**src/rtl/sram_mem_controller_pkg.sv**
```systemverilog
// Shared definitions for the MEM-stage SRAM controller: FSM state encodings
// and the memory-map defaults used by the top level.
package sram_mem_controller_pkg;

    typedef enum logic [1:0] {
        IDLE = 2'd0,
        LOW  = 2'd1,
        HIGH = 2'd2,
        DONE = 2'd3
    } state_t;

    localparam int unsigned DEFAULT_WAIT_CYCLES = 5;
    localparam int unsigned DEFAULT_DATA_BASE   = 1024;

endpackage

```
**src/rtl/sram_wait_counter.sv**
```systemverilog
// Per-phase cycle counter: clears to zero, otherwise counts up every cycle;
// terminal is high on the last cycle of a phase (count == WAIT_CYCLES-1).
module sram_wait_counter #(
    parameter int unsigned WAIT_CYCLES = 5
) (
    input  logic clk,
    input  logic rst,
    input  logic clear,
    output logic terminal
);

    localparam int unsigned CW = (WAIT_CYCLES > 1) ? $clog2(WAIT_CYCLES) : 1;
    localparam logic [CW-1:0] LAST = CW'(WAIT_CYCLES - 1);

    logic [CW-1:0] count;

    always_ff @(posedge clk or negedge rst) begin
        if (!rst) begin
            count <= '0;
        end else if (clear) begin
            count <= '0;
        end else begin
            count <= count + CW'(1);
        end
    end

    assign terminal = (count == LAST);

endmodule

```
**src/rtl/sram_mem_controller.sv**
```systemverilog
// Splits each 32-bit load/store into two timed half-word SRAM accesses and
// freezes the pipeline via ready. Optional stall counter: SRAM_STALL_COUNT_EN.
module sram_mem_controller
    import sram_mem_controller_pkg::*;
#(
    parameter int unsigned ADDR_WIDTH  = 18,
    parameter int unsigned WAIT_CYCLES = DEFAULT_WAIT_CYCLES,
    parameter int unsigned DATA_BASE   = DEFAULT_DATA_BASE
) (
    input  logic                  clk,
    input  logic                  rst,
    input  logic                  mem_r_en,
    input  logic                  mem_w_en,
    input  logic [31:0]           address,
    input  logic [31:0]           write_data,
    output logic [31:0]           read_data,
    output logic                  ready,
    output logic [ADDR_WIDTH-1:0] sram_addr,
    output logic [15:0]           sram_dq_out,
    output logic                  sram_dq_oe,
    input  logic [15:0]           sram_dq_in,
    output logic                  sram_we_n,
    output logic [31:0]           stall_count
);

    state_t state, next_state;

    logic                  req;
    logic                  is_read;
    logic                  terminal;
    logic                  wait_clear;
    logic [31:0]           offset;
    logic [ADDR_WIDTH-1:0] half_base;
    logic                  unused_offset;

    assign req     = mem_r_en | mem_w_en;
    // A simultaneous read+write is treated as a pure write.
    assign is_read = mem_r_en & ~mem_w_en;

    assign offset        = address - 32'(DATA_BASE);
    assign half_base     = {offset[ADDR_WIDTH:2], 1'b0};
    assign unused_offset = ^{offset[31:ADDR_WIDTH+1], offset[1:0]};

    assign wait_clear = (state == IDLE) || (state == DONE) || terminal;

    sram_wait_counter #(
        .WAIT_CYCLES(WAIT_CYCLES)
    ) u_wait_counter (
        .clk     (clk),
        .rst     (rst),
        .clear   (wait_clear),
        .terminal(terminal)
    );

    always_ff @(posedge clk or negedge rst) begin
        if (!rst) begin
            state <= IDLE;
        end else begin
            state <= next_state;
        end
    end

    always_comb begin
        next_state  = state;
        ready       = 1'b0;
        sram_addr   = '0;
        sram_dq_out = '0;
        sram_dq_oe  = 1'b0;
        sram_we_n   = 1'b1;
        unique case (state)
            IDLE: begin
                // Gated by rst so a held request cannot pull ready low during reset.
                ready = !(req && rst);
                if (req) next_state = LOW;
            end
            LOW: begin
                sram_addr = half_base;
                if (mem_w_en) begin
                    sram_dq_oe  = 1'b1;
                    sram_dq_out = write_data[15:0];
                    sram_we_n   = terminal;
                end
                if (terminal) next_state = HIGH;
            end
            HIGH: begin
                sram_addr = {half_base[ADDR_WIDTH-1:1], 1'b1};
                if (mem_w_en) begin
                    sram_dq_oe  = 1'b1;
                    sram_dq_out = write_data[31:16];
                    sram_we_n   = terminal;
                end
                if (terminal) next_state = DONE;
            end
            DONE: begin
                ready      = 1'b1;
                next_state = IDLE;
            end
            default: next_state = IDLE;
        endcase
    end

    always_ff @(posedge clk or negedge rst) begin
        if (!rst) begin
            read_data <= '0;
        end else if (is_read && terminal) begin
            if (state == LOW)  read_data[15:0]  <= sram_dq_in;
            if (state == HIGH) read_data[31:16] <= sram_dq_in;
        end
    end

`ifdef SRAM_STALL_COUNT_EN
    always_ff @(posedge clk or negedge rst) begin
        if (!rst) begin
            stall_count <= '0;
        end else if (!ready && (stall_count != '1)) begin
            stall_count <= stall_count + 32'd1;
        end
    end
`else
    assign stall_count = '0;
`endif

endmodule
```
**config.mk**
```make
export PLATFORM = sky130hd
export DESIGN_NAME = sram_mem_controller
export DESIGN_NICKNAME = d
export VERILOG_FILES = /design/src/rtl/sram_mem_controller_pkg.sv /design/src/rtl/sram_wait_counter.sv /design/src/rtl/sram_mem_controller.sv
export SDC_FILE = /design/constraint.sdc
export NUM_CORES = 1
export LEC_CHECK = 0
export BUFFER_PORTS_ARGS = -buffer_cell sky130_fd_sc_hd__buf_4
export CORE_ASPECT_RATIO = 0.8
export CORE_UTILIZATION = 39
export CTS_BUF_LIST = sky130_fd_sc_hd__clkbuf_16
export DETAILED_ROUTE_END_ITERATION = 8
export PLACE_DENSITY = 0.83
export SETUP_SLACK_MARGIN = 0.02
export SYNTH_ARGS = -nofsm -noshare
export SYNTH_HDL_FRONTEND = slang
export SYNTH_SLANG_ARGS = --single-unit
```
**constraint.sdc**
```tcl
create_clock -name clk -period 2.2 [get_ports clk]
set_clock_uncertainty 0.15 [all_clocks]
set_input_delay 0.33 -clock clk [delete_from_list [all_inputs] [get_ports clk]]
set_output_delay 0.33 -clock clk [all_outputs]
set_load 0.01 [all_outputs]
```
; After elaboration in Yosys (flattened, before gate mapping)
; Index checks and enable logic that the tools add are counted.
[word_totals]
output_inout_bits = 101
rom_bits = 0
in_bits = 84
word_cells = 40
mem_count = 0
ff_bits = 37
latch_bits = 0
mem_bits_rw = 0
[op_classes]
order_cmp = 0
multipliers = 0
shift = 0
n_eq_ne = 7
n_div = 0
n_reduce_logical = 10
n_addsub = 2
n_mux = 14
n_bitwise = 3
[op_table]
columns = op, n
row1 = one-hot mux 18 bit (2 select lines), 1
row2 = 2-to-1 mux 16 bit, 2
row3 = one-hot mux 16 bit (2 select lines), 1
row4 = subtractor 19 x 11 -> 19 bit (second input constant), 1
row5 = one-hot mux 2 bit (4 select lines), 1
row6 = 2-to-1 mux 2 bit, 3
row7 = inequality test 2 bit (second input constant), 3
row8 = == test 2 bit (second input constant), 2
row9 = 2-to-1 mux 1 bit, 4
row10 = AND reduction 2 bit, 2
row11 = adder 3 x 1 -> 3 bit (second input constant), 1
row12 = == test 3 bit (second input constant), 1
row13 = 2-to-1 mux 3 bit, 1
row14 = AND reduction 3 bit, 1
row15 = == test 2 x 1 -> 1 bit (second input constant), 1
row16 = logical AND 1 bit, 2
row17 = logical NOT 2 bit, 1
row18 = logical OR 1 bit, 2
row19 = one-hot mux 1 bit (2 select lines), 1
row20 = OR reduction 2 bit, 1
row21 = AND 1 bit, 1
row22 = logical NOT 1 bit, 1
row23 = inverter 1 bit, 1
row24 = OR 1 bit, 1

; Logic depth before layout (Yosys ltp)
; Gate-level depths: netlist of the first run.
[logic_depth]
ltp_word = 4
mapped_depth = 7
depth_no_buf = 5

; Hierarchy
; Synthesis of the first run repeated with hierarchy kept, for this count alone.
[hier_totals]
cells_unflattened = 215
area_unflattened_um2 = 2234.6
[by_module_without_submodules]
columns = mod, n_inst, area_each_um2, seq_area_each_um2, cells_per_inst
row1 = sram_mem_controller, 1, 2097.0, 850.8, 203
row2 = sram_wait_counter, 1, 137.6, 75.1, 12

; Worst setup path after synthesis of the first run
; No wires, ideal clock.
[synth_path]
path_kind = register -> output
from = reg state[0]
to = out sram_addr[16]
required_time_ns = 1.720
stages_incl_launch_ff = 7
path_buffers = 1
slack_ns = 0.116
arrival_time_ns = 1.604
cell_sequence = dfrtp_1 > inv_1 > ha_1 > buf_2 > o21ai_1 > nor2_1 > a31o_2
[synth_via]
elab_chain_len = 2
[synth_lines]
columns = item, line_no
row1 = from (decl), sram_mem_controller.sv:26  ; state_t state, next_state;
row2 = from (signal assigned), sram_mem_controller.sv:59  ; state <= next_state;
row3 = == test 2 bit / == test 2 x 1 -> 1 bit (equally long branches), sram_mem_controller.sv:70  ; unique case (state)
row4 = one-hot mux 18 bit (2 select lines) *, sram_mem_controller.sv:70
row5 = to (decl), sram_mem_controller.sv:18  ; output logic [ADDR_WIDTH-1:0] sram_addr,
; Every way passes the cells marked *; elsewhere a longest branch is shown, timed or not.

; Final worst setup path of the first run
[layout_path]
from = reg state[1]
to = out sram_addr[16]
; Same word-level chain as after synthesis.

==> impl_results.md, run 1 <==
* Status: finished, final reports clean
* Post-Route WL at 5.465 mm
* Min-Delay Path Class: primary input to register
* Count of final setup violators at 0
* PwrDens at 1178 mW/mm²
* Hold path depth at 2
* First-pass GRT wire length at 8.763 mm
* Worst EP required at 1.72 ns
* Syn Area/Cell at 10.37 µm²
* Crit Path Class: register to primary output
* Yosys cell types at 37
* Warnings, synthesis at 0
* Final Hold Fails at 0
* # IOs at about 190
* CTS H-tree depth at 2
* Max Slew Vio Count at 0
* Crit start category: register
* Die area at 0.005999 mm²
* Mapped Cells at around 210
* Detail Route Antenna Nets at 0
* Layout cell share with drive strength beyond 1 at 0.4890
* CTS tree: yes
* PortBufs at ~140
* Async set or reset register ratio after synthesis at 1.000
* Post-layout nets at 452
* Clk pwr share at 0.221
* # clock sinks at 37
* Die X-Extent at 86.35 µm
* Vias per Instance at 4.555
* Comb pwr share at 0.542
* Antenna violations before repair at 0
* Area Growth Syn to Fin at 59.81%
* Fmax at between 0.4 and 0.5 GHz
* DR vias at about 2,000
* Number of global-route vias before repair at just under 2,000
* Diodes inserted at 0
* Number of fill cells in the layout at ~460
* Crit Path Max Fanout at 6
* Leak pwr at 1.957 nW
* Main synth FF type: dfrtp_1
* DRC violations left at 0
* Drt first pass iters at 6
* Largest net degree at the start of global routing at 38
* Placement row count at 24
* Switch share at 0.3449
* CP endpoint kind: primary output
* Core Footprint at approximately 0.0055 mm²
* Net switching power at 1.441 mW
* Pint at 2.737 mW
* Die H at 69.48 µm
* Clk_lat worst skew at 0.27 ns
* Dominant cells by area after synthesis: dfrtp_1 (42%), mux2_1 (12%), buf_4 (11%)
* Cell taking the most area after synthesis: dfrtp_1
* Worst-path clk slew at 0.06 ns
* Initial DRC count at 47
* Fin crit period at 2.144 ns
* Starting Density at 0.4061
* RSZ-0062 raised after global routing: no
* Total Routing Usage GR at 0.1837
* Share of the synthesized area in the top cell type at 0.4171
* Flop pwr share at 0.238
* Reg2Reg Depth at 5
* Data arrival, critical path at 1.66 ns
* Sequential share of the synthesized area at 0.4171
* PnR Total Power at approximately 4.2 mW
* Setup tns final at 0 ns
* Fin crit share at 0.9746
* CTS Root Cell: clkbuf_16
* Post-synth EDFFs at 0
* CTS Buf Count at 5
* Cell Area, Synth at approximately 0.0022 mm²
* Maximum resistive drop on vdd at 0.0007396 V
* GPL Wtd Cong at about 0.70
* Routed WL per cell at about 12 µm
* Max-Cap Viols at 0
* Total global routing overflow at 0
* Final HPWL DP at roughly 4.2 mm
* Clock Tree Buf Depth at 2
* Number of synthesized register bits at 37
[power by group through the flow]
stage	Clock, mW	Sequential (mW)	Combinational, mW
2_1_floorplan	0	1.07	1.00
3_3_place_gp	0	0.998	1.95
3_5_place_dp	0	1.01	1.99
4_1_cts	0.936	0.994	2.15
5_1_grt	0.974	1.02	2.46
6_report	0.921	0.993	2.26
[path summary, 6_finish.rpt]
check                          startpoint             to  slack [ns]
min in group asynchronous             rst  read_data[31]        0.54
max                              state[1]  sram_addr[16]        0.06
max in group asynchronous             rst  read_data[10]        1.03
max reg2reg                      state[1]   read_data[5]        0.30
min                        sram_dq_in[14]  read_data[14]        0.13
min reg2reg                 read_data[29]  read_data[29]        0.34
[synthesized netlist by cell type (all sizes together), types with 3 or more instances]
| cell type | instances |
|---|---|
| and2 | 8 |
| inv | 9 |
| nand2 | 7 |
| nor2 | 24 |
| mux2 | 33 |
| buf | 38 |
| ha | 7 |
| a22oi | 16 |
| a21oi | 3 |
| clkbuf | 3 |
| dfrtp | 37 |
| xnor2 | 3 |
[worst max-delay path, cell delays in order, from the launching register on]
cell and delay, ns:
dfrtp_1 0.40, buf_4 0.15, ha_4 0.18, o21ai_4 0.22
a211oi_1 0.07, a31o_2 0.23, buf_4 0.14
[registers in the layout, summed over array words and instances (netlist names)]
name                  flops
read_data                32
state                     2
u_wait_counter.count      3
[cell type report]
class	count	area [µm²]	share of cell area
clock buffers	5	125.1	0.03527
clock inverters	3	68.82	0.01940
repair buffers	150	1140	0.3213
inverters	9	33.78	0.009524
multi-input cells	158	1156	0.3259
flip-flops and latches	37	925.9	0.2610
well taps	78	97.59	0.02751
[cells by family (layout without fill, tap and decap cells)]
| logic type | after synthesis | in the layout | synth area share |
|---|---|---|---|
| flip-flops | 37 | 37 | 0.4171 |
| AND/OR/NAND/NOR | 53 | 53 | 0.1218 |
| AO/OA/AOI/OAI | 29 | 29 | 0.09526 |
| buffers and inverters | 50 | 167 | 0.1409 |
| XOR/XNOR | 3 | 3 | 0.01184 |
| adder cells (fa/ha/maj) | 7 | 7 | 0.03946 |
| other | 1 | 32 | 0.001689 |
| multiplexers | 34 | 34 | 0.1719 |
[stage by stage]
| stage | util | instance area [µm²] | worst slack (ns) | hold WS, ns | cells |
|---|---|---|---|---|---|
| finish | 0.6490 | 3547 | 0.05597 | 0.1257 | 440 |
| floorplan | - | 2336 | 0.1164 | -0.1156 | 245 |
| CTS | 0.6380 | 3487 | 0.05238 | 0.1227 | 436 |
| detailed placement | 0.5907 | 3228 | 0.1430 | 0.2675 | 425 |
| global placement | 0.5907 | 3228 | 0.1811 | 0.2638 | 425 |
| global route | 0.6490 | 3547 | 0.02072 | 0.1200 | 440 |
[placed cells by master (no fill, tap or decap), types with 2 or more instances in the layout]
cell type	count
a21oi_1	3
a22oi_1	16
and2_1	8
and3_1	2
buf_4	146
buf_6	3
bufinv_16	2
clkbuf_16	5
conb_1	32
dfrtp_1	37
ha_1	4
ha_4	3
inv_1	8
mux2_1	24
mux2_2	9
nand2_1	4
nand2_2	3
nand4_1	2
nor2_1	24
nor3_1	2
nor3b_1	2
xnor2_1	3
[per-layer routing]
layer / share of wire / vias to the layer above / track usage
met2: 0.50 / 99 / 0.3280
met5: 0 / - / 0
met3: 0.077 / 9 / 0.04643
met4: 0.016 / 0 / 0.07037
li1: - / 965 / -
met1: 0.41 / 931 / 0.2090
[repair_timing]
item / CTS / global route
resized for setup: 9 / 6
setup buffers: 2 / 4
endpoints found under the hold margin: 37 / 0
endpoints found under the setup margin: 11 / 23
hold buffers: 1 / 0
Note: power is estimated with default switching activity, not from simulation.
==> run 2, diff against run 1 <==
- CORE_ASPECT_RATIO: 0.8 -> 0.75
- SLEW_MARGIN: unset -> 20
==> run 2 against run 1 <==
Against the previous run: first-iteration DRC count increased by 26%; clock-buffer cell count is the same; register-to-register slack got worse by 0.03 ns; via count about the same; total power is 1.7% lower; global-route usage up 0.87 points; largest power group unchanged; largest cell class unchanged; final cell count down 0.45%.
==> impl_results.md, run 2 (synthesis gave the netlist of run 1 again) <==
* CP bufs+invs at 2
* Max-Cap Viols at 0
* Diodes inserted at 0
* DRC violations left at 0
* CP max stage delay at roughly 0.41 ns
* # clock sinks at 37
* # IOs at 185
* CTS Root Cell: clkbuf_16
* Die X-Extent at 89.11 µm
* Routed WL per cell at 13.73 µm
* Dpl ws at 0.1142 ns
* Final Hold Fails at 0
* Top reg by flops: read_data
* Leak pwr at 1.947 nW
* Total global routing overflow at 0
* Area Growth Syn to Fin at 58.85%
* Core Footprint at 0.005410 mm²
* Final setup margin at 0.06578 ns
* Crit Path Max Fanout at 5
* Die H at 67.34 µm
* Clk pwr share at 0.186
* PwrDens at 1165 mW/mm²
* Net switching power at 1.458 mW
* Switch share at 0.3548
* CTS H-tree depth at 2
* Vias per Instance at around 4.6
* Fin crit period at 2.134 ns
* Layout cell share with drive strength beyond 1 at 0.4986
* Largest net degree at the start of global routing at 38
* Setup tns final at 0 ns
* Final HPWL DP at 4.690 mm
* Critical path's most frequent cell: buf_4
* Fin crit share at 0.9701
* Placed insts at 423
* Slew at the pin closest to its max-slew limit at 0.4908 ns
* CP endpoint kind: primary output
* Status: finished, final reports clean
* Min-Delay Path Class: primary input to register
* Clk_lat worst skew at 0.27 ns
* Most common cell after layout, fill and taps aside: buf_4
* Worst EP required at 1.72 ns
* CTS tree: yes
* Post-Route WL at 6.015 mm
* Crit Path Class: register to primary output
* Fmax at ~0.47 GHz
* Crit start category: register
* Dpl cell area at 0.003232 mm²
* Max-slew headroom at 0.6701
* Top Registers: read_data x32, u_wait_counter.count x3, state x2
* GPL Wtd Cong at 0.8053
* Number of global-route vias before repair at 1,794
* Placement row count at 23
* Critical-path top delay cell: dfrtp_1
* Pint at 2.651 mW
* Flop pwr share at 0.244
* Comb pwr share at 0.570
* Max reg flops at 32
* Initial DRC count at 59
* Total Routing Usage GR at 0.1924
* CTS Buf Count at 5
* First-pass GRT wire length at 8.666 mm
* Drt first pass iters at 4
* Max Slew Vio Count at 0
* Clock Tree Buf Depth at 2
* Post-layout nets at 454
* Critical path, cell by cell: buf_4 -> ha_4 -> o21ai_4 -> a211oi_1 -> a31o_2 -> buf_4
* Detail Route Antenna Nets at 0
* Die area at between 0.006 and 0.007 mm²
* PortBufs at 137
* DR vias at 2,005
* CP delay by family, top: compound AO/OA/AOI/OAI gates
* Data arrival, critical path at 1.65 ns
* Count of final setup violators at 0
* Finished Cell Area at 0.003526 mm²
* Antenna violations before repair at 0
* Worst-path clk slew at approximately 0.05 ns
* Final non-filler cell total at 438
* RSZ-0062 raised after global routing: no
* Final core occ at 0.6517
* Starting Density at 0.4103
* Maximum resistive drop on vdd at 0.0006699 V
* Most frequent cells in the layout: buf_4 (148), dfrtp_1 (36), conb_1 (32)
[run 2: path summary, 6_finish.rpt]
path                           startpoint            end  slack (ns)  cells past startpoint
min reg2reg                 read_data[23]  read_data[23]        0.34                      1
min in group asynchronous             rst  read_data[24]        0.55                      3
max reg2reg                      state[0]  read_data[12]        0.27                      5
max in group asynchronous             rst       state[1]        1.00                      3
max                              state[0]  sram_addr[16]        0.07                      6
min                        sram_dq_in[13]  read_data[29]        0.13                      2
[run 2: through the flow]
stage          hold slack (ns)  power (mW)
2_1_floorplan          -0.1156       2.068
4_1_cts                 0.1249       3.962
3_3_place_gp            0.2558       2.970
6_report                0.1293       4.108
3_5_place_dp            0.2732       3.032
5_1_grt                 0.1333       4.391
[run 2: per-layer routing]
| metal | wire length [µm] | GRT usage | share of wire |
|---|---|---|---|
| met4 | 19 | 0.04167 | 0.0032 |
| met5 | 0 | 0 | 0 |
| met2 | 3108 | 0.3550 | 0.52 |
| met1 | 2493 | 0.2291 | 0.41 |
| met3 | 394 | 0.04401 | 0.066 |
[run 2: repair_timing]
| item | in CTS | in global routing |
|---|---|---|
| setup endpoints to repair | 28 | 17 |
| buffers inserted | 2 | 4 |
| pin swaps | 1 | 2 |
| hold buffers | 1 | 0 |
| hold endpoints to repair | 37 | 0 |
| cloned | 0 | 1 |
| gates resized for setup | 9 | 8 |
[run 2: layout make-up]
type,count,area [µm²]
tap,75,93.84
sequential,37,927.1
clock buffer,5,125.1
multi-input combinational,159,1167
clock inverter,2,35.03
inverter,9,33.78
fill,427,1884
timing repair buffer,151,1144
[run 2: power groups by stage]
stage,Sequential [mW],Clock (mW),Combinational (mW)
2_1_floorplan,1.07,0,1.00
3_3_place_gp,0.994,0,1.98
3_5_place_dp,1.01,0,2.03
4_1_cts,0.993,0.789,2.18
5_1_grt,1.03,0.816,2.55
6_report,1.00,0.766,2.34
